==> src/rtl/uart_tx_fifo_if.sv <==
// Bus-side signal bundle for uart_tx_fifo: CPU write path, overflow clear and status/serial outputs.
// master = bus decoder / CPU side, slave = UART peripheral.
interface uart_tx_fifo_if #(
  parameter int FIFO_AW = 3
);
  logic               we;
  logic [7:0]         wdata;
  logic               clr_ovf;
  logic               txd;
  logic               tx_busy;
  logic               fifo_full;
  logic               fifo_empty;
  logic [FIFO_AW:0]   level;
  logic [31:0]        status;

  modport master (
    output we, wdata, clr_ovf,
    input  txd, tx_busy, fifo_full, fifo_empty, level, status
  );

  modport slave (
    input  we, wdata, clr_ovf,
    output txd, tx_busy, fifo_full, fifo_empty, level, status
  );
endinterface

==> src/rtl/uart_tx_fifo.sv <==
// Memory-mapped UART transmitter: 2**FIFO_AW byte FIFO feeding a baud-timed 8N1 serialiser.
// Optional even-parity bit (8E1) enabled by defining UART_TX_PARITY_EN.
module uart_tx_fifo #(
  parameter int BAUD_DIV = 868,
  parameter int FIFO_AW  = 3
) (
  input  logic             clk,
  input  logic             RSTN,
  uart_tx_fifo_if.slave    bus
);

  localparam int                DEPTH     = 1 << FIFO_AW;
  localparam logic [FIFO_AW:0]  LVL_FULL  = DEPTH[FIFO_AW:0];
  localparam logic [FIFO_AW:0]  LVL_ONE   = (FIFO_AW+1)'(1);
  localparam logic [FIFO_AW-1:0] PTR_ONE  = FIFO_AW'(1);
  localparam logic [15:0]       BAUD_LAST = 16'(BAUD_DIV - 1);
`ifdef UART_TX_PARITY_EN
  localparam logic              PAR_EN    = 1'b1;
`else
  localparam logic              PAR_EN    = 1'b0;
`endif

  typedef enum logic [2:0] {
    S_IDLE,
    S_START,
    S_DATA,
    S_PARITY,
    S_STOP
  } state_t;

  logic [7:0]         r_mem [DEPTH];
  logic [FIFO_AW-1:0] r_wr_ptr;
  logic [FIFO_AW-1:0] r_rd_ptr;
  logic [FIFO_AW:0]   r_level;
  logic               r_full;
  logic               r_empty;
  logic               r_ovf;
  logic               r_txd;
  state_t             r_state;
  logic [15:0]        r_baud_cnt;
  logic [2:0]         r_bit_idx;
  logic [7:0]         r_shift;
`ifdef UART_TX_PARITY_EN
  logic               r_par;
`endif

  state_t             w_state_nxt;
  logic [FIFO_AW:0]   w_level_nxt;
  logic [7:0]         w_shift_nxt;
  logic [7:0]         w_head;
  logic               w_txd_nxt;
  logic               w_baud_end;
  logic               w_pop;
  logic               w_push;

  assign w_head     = r_mem[r_rd_ptr];
  assign w_baud_end = (r_baud_cnt == BAUD_LAST);
  // A full FIFO still accepts a byte when the serialiser pops in the same cycle.
  assign w_push     = bus.we && (!r_full || w_pop);

  always_comb begin
    w_state_nxt = r_state;
    w_pop       = 1'b0;
    case (r_state)
      S_IDLE: begin
        if (!r_empty) begin
          w_pop       = 1'b1;
          w_state_nxt = S_START;
        end
      end
      S_START: begin
        if (w_baud_end) w_state_nxt = S_DATA;
      end
      S_DATA: begin
        if (w_baud_end && r_bit_idx == 3'd7) begin
`ifdef UART_TX_PARITY_EN
          w_state_nxt = S_PARITY;
`else
          w_state_nxt = S_STOP;
`endif
        end
      end
`ifdef UART_TX_PARITY_EN
      S_PARITY: begin
        if (w_baud_end) w_state_nxt = S_STOP;
      end
`endif
      S_STOP: begin
        if (w_baud_end) begin
          if (!r_empty) begin
            w_pop       = 1'b1;
            w_state_nxt = S_START;
          end else begin
            w_state_nxt = S_IDLE;
          end
        end
      end
      default: w_state_nxt = S_IDLE;
    endcase
  end

  always_comb begin
    w_level_nxt = r_level;
    if (w_push && !w_pop)      w_level_nxt = r_level + LVL_ONE;
    else if (w_pop && !w_push) w_level_nxt = r_level - LVL_ONE;
  end

  always_comb begin
    w_shift_nxt = r_shift;
    if (w_pop)                                  w_shift_nxt = w_head;
    else if (r_state == S_DATA && w_baud_end)   w_shift_nxt = {1'b0, r_shift[7:1]};
  end

  // txd is registered from the upcoming state so the pin never glitches.
  always_comb begin
    w_txd_nxt = 1'b1;
    case (w_state_nxt)
      S_START:  w_txd_nxt = 1'b0;
      S_DATA:   w_txd_nxt = w_shift_nxt[0];
`ifdef UART_TX_PARITY_EN
      S_PARITY: w_txd_nxt = r_par;
`endif
      default:  w_txd_nxt = 1'b1;
    endcase
  end

  always_ff @(posedge clk) begin
    if (!RSTN) begin
      r_state    <= S_IDLE;
      r_wr_ptr   <= '0;
      r_rd_ptr   <= '0;
      r_level    <= '0;
      r_full     <= 1'b0;
      r_empty    <= 1'b1;
      r_ovf      <= 1'b0;
      r_baud_cnt <= '0;
      r_bit_idx  <= '0;
      r_txd      <= 1'b1;
    end else begin
      r_state <= w_state_nxt;
      if (w_push) r_wr_ptr <= r_wr_ptr + PTR_ONE;
      if (w_pop)  r_rd_ptr <= r_rd_ptr + PTR_ONE;
      r_level <= w_level_nxt;
      r_full  <= (w_level_nxt == LVL_FULL);
      r_empty <= (w_level_nxt == '0);
      // A rejected push wins over a same-cycle clear.
      if (bus.we && !w_push) r_ovf <= 1'b1;
      else if (bus.clr_ovf)  r_ovf <= 1'b0;
      if (r_state == S_IDLE || w_baud_end) r_baud_cnt <= '0;
      else                                 r_baud_cnt <= r_baud_cnt + 16'd1;
      if (r_state == S_START)                   r_bit_idx <= '0;
      else if (r_state == S_DATA && w_baud_end) r_bit_idx <= r_bit_idx + 3'd1;
      r_txd <= w_txd_nxt;
    end
  end

  always_ff @(posedge clk) begin
    if (w_push) r_mem[r_wr_ptr] <= bus.wdata;
    r_shift <= w_shift_nxt;
`ifdef UART_TX_PARITY_EN
    if (w_pop) r_par <= ^w_head;
`endif
  end

  assign bus.txd        = r_txd;
  assign bus.tx_busy    = (r_state != S_IDLE);
  assign bus.fifo_full  = r_full;
  assign bus.fifo_empty = r_empty;
  assign bus.level      = r_level;
  assign bus.status     = {22'b0, PAR_EN, 1'b0, r_ovf, 4'(r_level),
                           (r_state != S_IDLE), r_full, r_empty};

endmodule

==> src/flat_wrapper.sv <==
// flat-port wrapper written by rule: the top's interface ports become plain ports
module uart_tx_fifo_flat 
#(
  parameter int BAUD_DIV = 868,
  parameter int FIFO_AW  = 3
)
  (clk, RSTN, bus_we, bus_wdata, bus_clr_ovf, bus_txd, bus_tx_busy, bus_fifo_full, bus_fifo_empty, bus_level, bus_status);
  uart_tx_fifo_if #(.FIFO_AW(FIFO_AW)) bus_i ();
  input  logic clk;
  input  logic RSTN;
  input wire logic [$bits(bus_i.we)-1:0] bus_we;
  input wire logic [$bits(bus_i.wdata)-1:0] bus_wdata;
  input wire logic [$bits(bus_i.clr_ovf)-1:0] bus_clr_ovf;
  output wire logic [$bits(bus_i.txd)-1:0] bus_txd;
  output wire logic [$bits(bus_i.tx_busy)-1:0] bus_tx_busy;
  output wire logic [$bits(bus_i.fifo_full)-1:0] bus_fifo_full;
  output wire logic [$bits(bus_i.fifo_empty)-1:0] bus_fifo_empty;
  output wire logic [$bits(bus_i.level)-1:0] bus_level;
  output wire logic [$bits(bus_i.status)-1:0] bus_status;
  assign bus_i.we = bus_we;
  assign bus_i.wdata = bus_wdata;
  assign bus_i.clr_ovf = bus_clr_ovf;
  assign bus_txd = bus_i.txd;
  assign bus_tx_busy = bus_i.tx_busy;
  assign bus_fifo_full = bus_i.fifo_full;
  assign bus_fifo_empty = bus_i.fifo_empty;
  assign bus_level = bus_i.level;
  assign bus_status = bus_i.status;
  uart_tx_fifo #(.BAUD_DIV(BAUD_DIV), .FIFO_AW(FIFO_AW)) u_core (.clk(clk), .RSTN(RSTN), .bus(bus_i));
endmodule
==> config.mk <==
export PLATFORM = sky130hd
export DESIGN_NAME = uart_tx_fifo_flat
export DESIGN_NICKNAME = d
export VERILOG_FILES = /design/src/rtl/uart_tx_fifo_if.sv /design/src/rtl/uart_tx_fifo.sv /design/src/flat_wrapper.sv
export SDC_FILE = /design/constraint.sdc
export NUM_CORES = 1
export LEC_CHECK = 0
export CAP_MARGIN = 10
export CORE_MARGIN = 4
export CORE_UTILIZATION = 50
export DETAILED_ROUTE_END_ITERATION = 6
export GPL_ROUTABILITY_DRIVEN = 0
export PLACE_DENSITY = 0.72
export SKIP_CTS_REPAIR_TIMING = 1
export SLEW_MARGIN = 30
export SYNTH_ARGS = -nofsm -noshare
export SYNTH_HDL_FRONTEND = slang
export SYNTH_SLANG_ARGS = --single-unit
==> constraint.sdc <==
create_clock -name clk -period 6.9 [get_ports clk]
set_input_delay 0.69 -clock clk [delete_from_list [all_inputs] [get_ports clk]]
set_output_delay 0.69 -clock clk [all_outputs]
set_load 0.05 [all_outputs]
; ---- Word-level counts from Yosys, hierarchy flattened
; Memory sizes are Yosys's and may differ from the RTL's. A register that Yosys moved wholly into a read port is not among the register bits.
; Index checks and enable logic that the tools add are counted.
[word_totals]
out_inout_bits = 40
n_memories = 1
in_bits = 12
regBits = 44
ram_bits = 64
word_cells = 66
[memory_table]
columns = memory, words, width, read_ports, rd_ports_with_merged_regs, wr, line_no
row1 = u_core.r_mem, 8, 8, 1, 1, 1, uart_tx_fifo.sv:31  ; logic [7:0] r_mem [DEPTH];
[classes]
n_mux = 20
n_reduce_logical = 18
n_eq_ne = 8
n_addsub = 6
bitwise = 1
[ops]
columns = cell, n
row1 = 3-bit 2-to-1 mux, 6
row2 = "16-bit by 1-bit adder with 16-bit output, second input constant", 1
row3 = "16-bit by 10-bit equality test with 1-bit output, second input constant", 1
row4 = 8-bit 2-to-1 mux, 2
row5 = 3-bit case mux with 4 select lines, 1
row6 = "3-bit by 1-bit adder with 3-bit output, second input constant", 3
row7 = 4-bit 2-to-1 mux, 2
row8 = 1-bit 2-to-1 mux, 7
row9 = "3-bit by 1-bit equality test with 1-bit output, second input constant", 2
row10 = "3-bit by 2-bit equality test with 1-bit output, second input constant", 2
row11 = "3-bit equality test, second input constant", 2
row12 = 1-bit logical AND, 6
row13 = "4-bit by 1-bit adder with 4-bit output, second input constant", 1
row14 = "4-bit equality test, second input constant", 1
row15 = 4-bit zero test, 1
row16 = 1-bit case mux with 2 select lines, 2
row17 = 2-bit nonzero test, 2
row18 = 2-bit OR reduction, 2
row19 = "4-bit by 1-bit subtractor with 4-bit output, second input constant", 1
row20 = 1-bit zero test, 3
row21 = 3-bit zero test, 1
row22 = 3-bit nonzero test, 1
row23 = 1-bit logical OR, 2
row24 = 1-bit inverter, 1

; ---- Logic depth before layout (Yosys ltp)
; Gate-level depths: netlist of run 1.
[depth]
word_depth = 10
ltp_mapped = 9
ltp_nobuf = 8

; ---- Worst setup path before layout of run 1
; OpenSTA, ideal clock, no wires.
[synth_path]
path_type = reg2reg
from = register u_core.r_baud_cnt[0]
to = memory u_core.r_mem[0][0] (enable)
path_buffers = 0
setup_ns = 0.395
synth_period_minus_slack_ns = 3.111
required_ns = 6.505
path_stages_with_launch = 7
t_arrival_ns = 2.716
setup_slack_ns = 3.789
path_cell_list = dfxtp_1 -> ha_1 -> or3b_2 -> o41ai_4 -> nand2_4 -> a21bo_2 -> nor4_1
[synth_via]
elab_chain_len = 7
[synth_rtl]
columns = element, line_no
row1 = start: declaration, uart_tx_fifo.sv:40  ; logic [15:0] r_baud_cnt;
row2 = start signal: assignment, uart_tx_fifo.sv:150  ; else r_baud_cnt <= r_baud_cnt + 16'd1;
row3 = 16-bit by 10-bit equality test with 1-bit output, uart_tx_fifo.sv:57  ; assign w_baud_end = (r_baud_cnt == BAUD_LAST);
row4 = 1-bit 2-to-1 mux, uart_tx_fifo.sv:89  ; if (w_baud_end) begin
row5 = 1-bit case mux with 2 select lines, uart_tx_fifo.sv:64  ; case (r_state)
row6 = 1-bit logical OR, uart_tx_fifo.sv:59  ; assign w_push = bus.we && (!r_full || w_pop);
row7 = 1-bit logical AND, uart_tx_fifo.sv:59
row8 = 1-bit 2-to-1 mux, uart_tx_fifo.sv:158  ; if (w_push) r_mem[r_wr_ptr] <= bus.wdata;
row9 = 1-bit 2-to-1 mux (not written as such), uart_tx_fifo.sv:158
row10 = end: declaration, uart_tx_fifo.sv:31
; No other way between the ends.

; ---- Worst setup path after layout of run 1
; Ends and elaborated chain as after synthesis.

==> metrics.yaml, run 1 <==
route:
  first_pass_iters: 4
  wl_per_cell_um: 15.76
  vias_per_cell: 5.237
  route.vias.total: 2744
  postRouteAntennaNets: 0
  drc_errors: 0
  wl_mm: 8.257
  drt_iter0_drc: 71
yosys:
  yosys_warnings: 0
  synth_area_leader_cell: "edfxtp_1"
  syn_inst: 375
  yosysTopAreaCellShare: 0.4356
  yosysMostFrequentCell: "edfxtp_1"
  netlist_top_cells_count: "edfxtp_1, dfxtp_1, buf_4"
  seq_area_frac_synth: 0.5992
  yosys_register_bits: 111
  synthFlopType: "edfxtp_1"
  synth_area_um2: 4895
  synth-edff-count: 71
  netlist_top_cells_area: "edfxtp_1, dfxtp_1, mux4_2, buf_4, mux2i_1"
  avgSynthCellArea_um2: 13.05
  yosysUniqueCellTypes: 52
  synthArstFlopShare: 0
clock_network:
  clkLatencyLatePin_ps: 370
  root_buffer: "clkbuf_8"
  cts_made_buffers: 9
  clk_pin_slew_worst_paths_ps: 100
  cts_sinks: 111
  cts_max_path_buffers: 2
  cts_tree: "done"
  cts_max_level: 3
floorplan:
  start_util: 0.5223
  coreArea_um2: 9371
  ios: 52
  die_h_um: 106.9
  row_count: 35
  die_w_um: 106.9
  fp.dieArea_um2: 11440
finish:
  final_core_util: 0.5708
  drive_gt1_frac: 0.1165
  diodes: 0
  area_growth_pct: 9.279
  fin_nets: 409
sta:
  period_needed_ps: 3379
  final.setup.tns_ps: 0
  max_freq_mhz: 296.0
  skew_ps: 15.19
  slew_headroom: 0.4759
  rsz0062_at_grt: "false"
  fin_crit_sh: 0.4897
  hold_violations: 0
  maxSlewViolCount: 0
  finalSetupViolCount: 0
  tightest_slew_ps: 778.9
job:
  drv_cap: 0
global_route:
  grt_max_degree: 21
  grt_antenna_before_repair: 0
  grt.total_usage: 0.1565
  grt_pass1_vias: 2705
  grt_pass1_wl_mm: 13.77
  gr-total-overflow: 0
worst_hold_path:
  hold_class: "reg2reg"
setup_path:
  critPathTopFamily: "simple AND/OR/NAND/NOR gates"
  cp.arrival_ps: 3470
  critPathKind: "reg2reg"
  crit_path_max_fanout: 17
  crit_required_ps: 6990
  crit_path_start_kind: "flop"
  crit_buf_inv: 1
  path_cells: "ha_1, or3b_2, o41ai_4, nand2_4, a21bo_2, nor4_1, buf_4"
  slowest_stage: "nor4_1"
  end_kind: "flop"
  cp_slowest_stage_delay_ps: 610
pwr:
  ir_drop_mv: 0.1712
  p_leak_nw: 1.796
  power-per-cell-area_nw_per_um2: 319.3
placed_design:
  hpwlAfterDp_mm: 5.824
  numPortBuffers: 27
status:
  status: "completed"
layer usage:
metal	global-route usage	part of all wire	vias up
met2	0.2608	0.51	59
met1	0.1994	0.43	1335
li1	-	-	1340
met5	0	0	-
met3	0.04937	0.046	10
met4	0.03927	0.015	0
layout make-up:
| class | instances | area (um^2) |
|---|---|---|
| clock buffers | 11 | 141.4 |
| clock inverters | 5 | 63.81 |
| fillers | 780 | 4023 |
| inverters | 7 | 26.28 |
| multi-input cells | 233 | 1744 |
| flip-flops and latches | 111 | 2934 |
| well taps | 129 | 161.4 |
| repair buffers | 28 | 277.8 |
sequential cells by signal (all words and copies together), names as in the netlist, named ones only:
register               count
u_core.bus.txd             1
u_core.r_shift             8
u_core.r_ovf               1
u_core.r_bit_idx           3
u_core.bus.fifo_empty      1
u_core.r_mem              64
u_core.r_baud_cnt         16
u_core.bus.level           4
u_core.r_rd_ptr            3
u_core.r_state             3
u_core.bus.fifo_full       1
u_core.r_wr_ptr            3
logic make-up (layout without fill, tap and decap cells):
logic type,Yosys count,in the layout,share of synthesized area
adder cells (fa/ha/maj),7,7,0.01789
AO/OA/AOI/OAI,34,34,0.05164
AND/OR/NAND/NOR,118,118,0.1263
multiplexers,30,30,0.1022
XOR/XNOR,20,20,0.03579
flip-flops,111,111,0.5992
other,1,24,0.0007661
buffers and inverters,54,51,0.06621
where the power goes:
| group | total [mW] | leakage, nW | switching, mW | internal (mW) |
|---|---|---|---|---|
| Sequential | 0.840 | 0.972 | 0.0767 | 0.763 |
| Clock | 0.399 | 0.106 | 0.217 | 0.183 |
| Combinational | 0.468 | 0.718 | 0.274 | 0.195 |
| Total | 1.71 | 1.80 | 0.567 | 1.14 |
through the flow:
step | cell area, um^2 | cells | total power, mW | hold slack (ps) | worst slack [ps]
floorplan | 4981 | 398 | 1.224 | 429.7 | 3789
global placement | 5122 | 508 | 1.320 | 444.1 | 3452
detailed placement | 5139 | 508 | 1.328 | 461.0 | 3364
CTS | 5344 | 524 | 1.723 | 481.6 | 3357
global route | 5349 | 524 | 1.800 | 498.3 | 3354
finish | 5349 | 524 | 1.708 | 471.8 | 3521
cells in the final DEF, fill, tap and decap left out, types with 5 or more instances in the layout:
cell	Yosys	layout
and2_1	7	7
and3_1	5	5
clkbuf_8	0	10
clkdlybuf4s50_1	0	27
conb_1	1	24
dfxtp_1	40	39
edfxtp_1	71	71
ha_1	7	7
inv_1	7	7
mux2i_1	14	14
mux4_2	16	16
nand2_1	23	23
nand2b_1	5	5
nand3_1	14	14
nor2_1	28	28
o21ai_0	9	9
or3_1	5	5
xnor2_1	14	14
xor2_1	6	6
worst paths after layout:
kind,start,to,slack (ps),cells after the start
worst max-delay path,u_core.r_baud_cnt[0],u_core.r_mem[0][0],3520,7
worst min-delay path,u_core.r_baud_cnt[0],u_core.r_baud_cnt[0],470,1
worst max register to register,u_core.r_baud_cnt[0],u_core.r_mem[0][0],3520,7
worst min register to register,u_core.r_baud_cnt[0],u_core.r_baud_cnt[0],470,1
(Power assumes the default switching activity.)
==> inputs of run 2 (changes only) <==
--- a/config.mk
+++ b/config.mk
@@ -10,7 +10,7 @@
 export CORE_UTILIZATION = 50
 export DETAILED_ROUTE_END_ITERATION = 6
 export GPL_ROUTABILITY_DRIVEN = 0
-export PLACE_DENSITY = 0.72
+export PLACE_DENSITY = 0.75
 export SKIP_CTS_REPAIR_TIMING = 1
 export SLEW_MARGIN = 30
 export SYNTH_ARGS = -nofsm -noshare
==> constraint.sdc (replaced) <==
create_clock -name clk -period 3 [get_ports clk]
set_input_delay 0.3 -clock clk [delete_from_list [all_inputs] [get_ports clk]]
set_output_delay 0.3 -clock clk [all_outputs]
set_load 0.05 [all_outputs]
==> metrics.yaml, run 2 (synthesized netlist as in run 1, its figures left out) <==
finish:
  drive_gt1_frac: 0.1415
  ff_latch_area_um2: 2933
  fin_nets: 424
  reg_top3: "u_core.r_mem (64), u_core.r_baud_cnt (16), u_core.r_shift (8)"
  final_common_cell: "edfxtp_1"
  final_cell_area_um2: 5473
  diodes: 0
  largest_register: "u_core.r_mem"
  num-fill-cells: 760
  multi_input_area_um2: 1730
  area_growth_pct: 11.81
  largest_reg_flops: 64
  final_cell_mix: "edfxtp_1, dfxtp_1, nor2_1"
sta:
  hold-worst-slack_ps: 501.8
  period_needed_ps: 2679
  slew_headroom: 0.4466
  maxSlewViolCount: 0
  rsz0062_at_grt: "false"
  hold_violations: 0
  final.setup.tns_ps: 0
  max_freq_mhz: 373.3
  skew_ps: 15.34
  finalSetupViolCount: 0
  tightest_slew_ps: 828.9
  fin_crit_sh: 0.8929
global_route:
  top_usage_layer: "met2"
  grt_antenna_before_repair: 0
  grt.total_usage: 0.1633
  gr-total-overflow: 0
  use_met2: 0.2824
  gr-usage-met3: 0.04275
  grt_pass1_wl_mm: 14.52
  grt_max_degree: 23
  use_met1: 0.2004
  grt_pass1_vias: 2857
placed_design:
  numPortBuffers: 27
  place_area_um2: 5241
  hpwlAfterDp_mm: 5.885
setup_path:
  cp.arrival_ps: 2990
  end_kind: "flop"
  crit_path_max_fanout: 8
  crit_path_start_kind: "flop"
  critPathKind: "reg2reg"
  crit_required_ps: 3310
floorplan:
  start_util: 0.5223
  coreArea_um2: 9371
  fp.dieArea_um2: 11440
  row_count: 35
  die_h_um: 106.9
  ios: 52
  die_w_um: 106.9
clock_network:
  clkLatencyLatePin_ps: 380
  root_buffer: "clkbuf_8"
  cts_tree: "done"
  cts_made_buffers: 9
  cts_max_level: 3
  cts_sinks: 111
  clk_pin_slew_worst_paths_ps: 110
  cts_max_path_buffers: 2
route:
  postRouteAntennaNets: 0
  vias_per_cell: 5.321
  drt_iter0_drc: 170
  wl_per_cell_um: 16.00
  first_pass_iters: 5
  route.vias.total: 2868
  drc_errors: 0
  wl_mm: 8.622
job:
  drv_cap: 0
worst_hold_path:
  hold_class: "reg2reg"
pwr:
  ir_drop_mv: 0.4267
  power-per-cell-area_nw_per_um2: 732.8
  p_leak_nw: 1.872
status:
  status: "completed"
==> run 2: cell types whose count changed in the layout (fill, tap and decap cells not counted), moves of 2 or more <==
cell / change
buf_4: +15
clkinv_4: +2
clkinv_8: +2
inv_6: -2
nor3_1: +4
nor3_2: -4
==> run 2: area by class of cell <==
type / count / share of cell area
flip-flops and latches: 111 / 0.5359
well taps: 129 / 0.02949
clock inverters: 7 / 0.01966
inverters: 7 / 0.004801
repair buffers: 43 / 0.07133
clock buffers: 9 / 0.02263
multi-input cells: 233 / 0.3162
==> run 2: final timing paths <==
| kind | to | depth (start not counted) | slack (ps) | from |
|---|---|---|---|---|
| worst max-delay path | u_core.bus.txd | 8 | 320 | u_core.r_baud_cnt[0] |
| worst min-delay path | u_core.r_baud_cnt[0] | 1 | 500 | u_core.r_baud_cnt[0] |
| worst max register to register | u_core.bus.txd | 8 | 320 | u_core.r_baud_cnt[0] |
| worst min register to register | u_core.r_baud_cnt[0] | 1 | 500 | u_core.r_baud_cnt[0] |
==> run 2: where the power goes <==
part / switching [mW] / internal (mW)
clock: 0.547 / 0.420
sequential: 0.117 / 1.75
combinational: 0.692 / 0.481
total: 1.36 / 2.65
==> run 2: stage by stage <==
| stage | instances | total power [mW] | util | worst slack (ps) |
|---|---|---|---|---|
| final | 539 | 4.010 | 0.5840 | 321.2 |
| after global routing | 539 | 4.230 | 0.5840 | 139.0 |
| after CTS | 539 | 4.051 | 0.5840 | 317.0 |
| after floorplan | 398 | 2.818 | - | 84.25 |
| after global placement | 523 | 3.058 | 0.5593 | 439.3 |
| after detailed placement | 523 | 3.084 | 0.5593 | 334.2 |
==> run 2: critical path, cell delays in order (launching register included) <==
cell and delay [ps]:
dfxtp_1 400, ha_1 240, or3b_2 520, or4_1 610
a221oi_2 310, buf_4 210, or2_1 110, o211ai_1 90
a21oi_1 130
==> run 2: routing by layer <==
metal | wire (um) | share of wire
met5 | 0 | 0
met4 | 104 | 0.012
met3 | 358 | 0.042
met2 | 4558 | 0.53
met1 | 3600 | 0.42
==> inputs of run 3 (changes only) <==
--- a/config.mk
+++ b/config.mk
@@ -7,10 +7,10 @@
 export LEC_CHECK = 0
 export CAP_MARGIN = 10
 export CORE_MARGIN = 4
-export CORE_UTILIZATION = 50
+export CORE_UTILIZATION = 30
 export DETAILED_ROUTE_END_ITERATION = 6
 export GPL_ROUTABILITY_DRIVEN = 0
-export PLACE_DENSITY = 0.75
+export MAX_ROUTING_LAYER = met4
 export SKIP_CTS_REPAIR_TIMING = 1
 export SLEW_MARGIN = 30
 export SYNTH_ARGS = -nofsm -noshare
==> metrics.yaml, run 3 (synthesized netlist as in run 1, its figures left out) <==
floorplan:
  ios: 52
  row_count: 46
  die_w_um: 135.7
  die_h_um: 135.7
  fp.dieArea_um2: 18420
  start_util: 0.3070
  coreArea_um2: 15940
job:
  drv_cap: 0
finish:
  largest_reg_flops: 64
  largest_register: "u_core.r_mem"
  fin_nets: 424
  final_core_util: 0.3538
  num-fill-cells: 1549
  area_growth_pct: 15.24
  final_common_cell: "edfxtp_1"
  final_cells: 626
  final_cell_mix: "edfxtp_1, dfxtp_1, nor2_1"
  reg_top3: "u_core.r_mem (64), u_core.r_baud_cnt (16), u_core.r_shift (8)"
  diodes: 0
  drive_gt1_frac: 0.1415
setup_path:
  crit_path_max_fanout: 8
  critPathKind: "reg2reg"
  r2r_start: "u_core.r_baud_cnt[0]"
  crit_path_start_kind: "flop"
  end_kind: "flop"
  crit_required_ps: 3280
  crit_path_start: "u_core.r_baud_cnt[0]"
  cp.arrival_ps: 2950
placed_design:
  hpwlAfterDp_mm: 6.041
  placed_cells: 610
  numPortBuffers: 27
  dp_slack_ps: 312.1
sta:
  hold_violations: 0
  tightest_slew_ps: 830.5
  finalSetupViolCount: 0
  slew_headroom: 0.4456
  period_needed_ps: 2670
  maxSlewViolCount: 0
  skew_ps: 10.95
  setup_ws_ps: 330.4
  fin_crit_sh: 0.8899
  rsz0062_at_grt: "false"
  final.setup.tns_ps: 0
  max_freq_mhz: 374.6
route:
  met3_length_um: 389
  drt_iter0_drc: 120
  top_layer_used: "met4"
  vias_per_cell: 4.489
  wl_met1_mm: 4.080
  first_pass_iters: 4
  wl_per_cell_um: 14.00
  postRouteAntennaNets: 0
  wl_met2_mm: 4.196
  wl_mm: 8.762
  drc_errors: 0
  route.vias.total: 2810
pwr:
  total_power_mw: 4.206
  p_leak_nw: 1.904
  switchingPower_mw: 1.383
  p_seq_frac: 0.446
  ir_drop_mv: 0.3804
  switching_share: 0.3289
  combPwrFrac: 0.279
  p_int_mw: 2.823
  clkPwrFrac: 0.276
  power-per-cell-area_nw_per_um2: 745.7
clock_network:
  cts_max_path_buffers: 2
  cts_tree: "done"
  root_buffer: "clkbuf_16"
  cts_max_level: 3
  clk_pin_slew_worst_paths_ps: 70
  cts_made_buffers: 9
  cts_sinks: 111
  clkLatencyLatePin_ps: 350
status:
  status: "completed"
global_route:
  grt.total_usage: 0.1048
  grt_max_degree: 22
  grt_pass1_vias: 2718
  gr-total-overflow: 0
  grt_antenna_before_repair: 0
  grt_pass1_wl_mm: 14.37
worst_hold_path:
  hold_class: "reg2reg"
  hp-start: "u_core.r_baud_cnt[0]"
run 3: per-layer routing:
| layer | up-vias | global-route usage |
|---|---|---|
| li1 | 1377 | - |
| met1 | 1366 | 0.1284 |
| met2 | 58 | 0.1698 |
| met3 | 9 | 0.03232 |
| met4 | 0 | 0.02688 |
| met5 | - | - |
run 3: worst paths after layout:
| path | to | slack (ps) | depth (start not counted) |
|---|---|---|---|
| worst max register to register | u_core.bus.txd | 330 | 8 |
| worst max-delay path | u_core.bus.txd | 330 | 8 |
| worst min-delay path | u_core.r_baud_cnt[0] | 460 | 1 |
| worst min register to register | u_core.r_baud_cnt[0] | 460 | 1 |
run 3: power by group through the flow:
stage	Combinational, mW	Clock, mW	Sequential (mW)
3_3_place_gp	1.17	0	1.91
2_1_floorplan	0.866	0	1.95
5_1_grt	1.28	1.26	1.90
6_report	1.17	1.16	1.88
3_5_place_dp	1.19	0	1.91
4_1_cts	1.19	1.19	1.88
run 3: layout make-up:
class                      instances  area [um^2]  share of cell area
sequential                       111         2933              0.5200
timing repair buffer              43        390.4             0.06921
clock inverter                     7        65.06             0.01154
inverter                           7        26.28            0.004658
multi-input combinational        233         1730              0.3068
clock buffer                       9        225.2             0.03993
tap                              216        270.3             0.04791
run 3: worst max-delay path, stage by stage (launching register included):
cell and delay, ps:
dfxtp_1 380, ha_1 250, or3b_2 520, or4_1 620, a221oi_2 300, buf_4 200
or2_1 110, o211ai_1 90, a21oi_1 140
run 3: metrics by stage:
stage,hold WS (ps),cell area (um^2)
2_1_floorplan,398.9,4987
3_3_place_gp,443.3,5350
3_5_place_dp,454.2,5350
4_1_cts,472.4,5640
5_1_grt,520.5,5640
6_report,463.5,5640
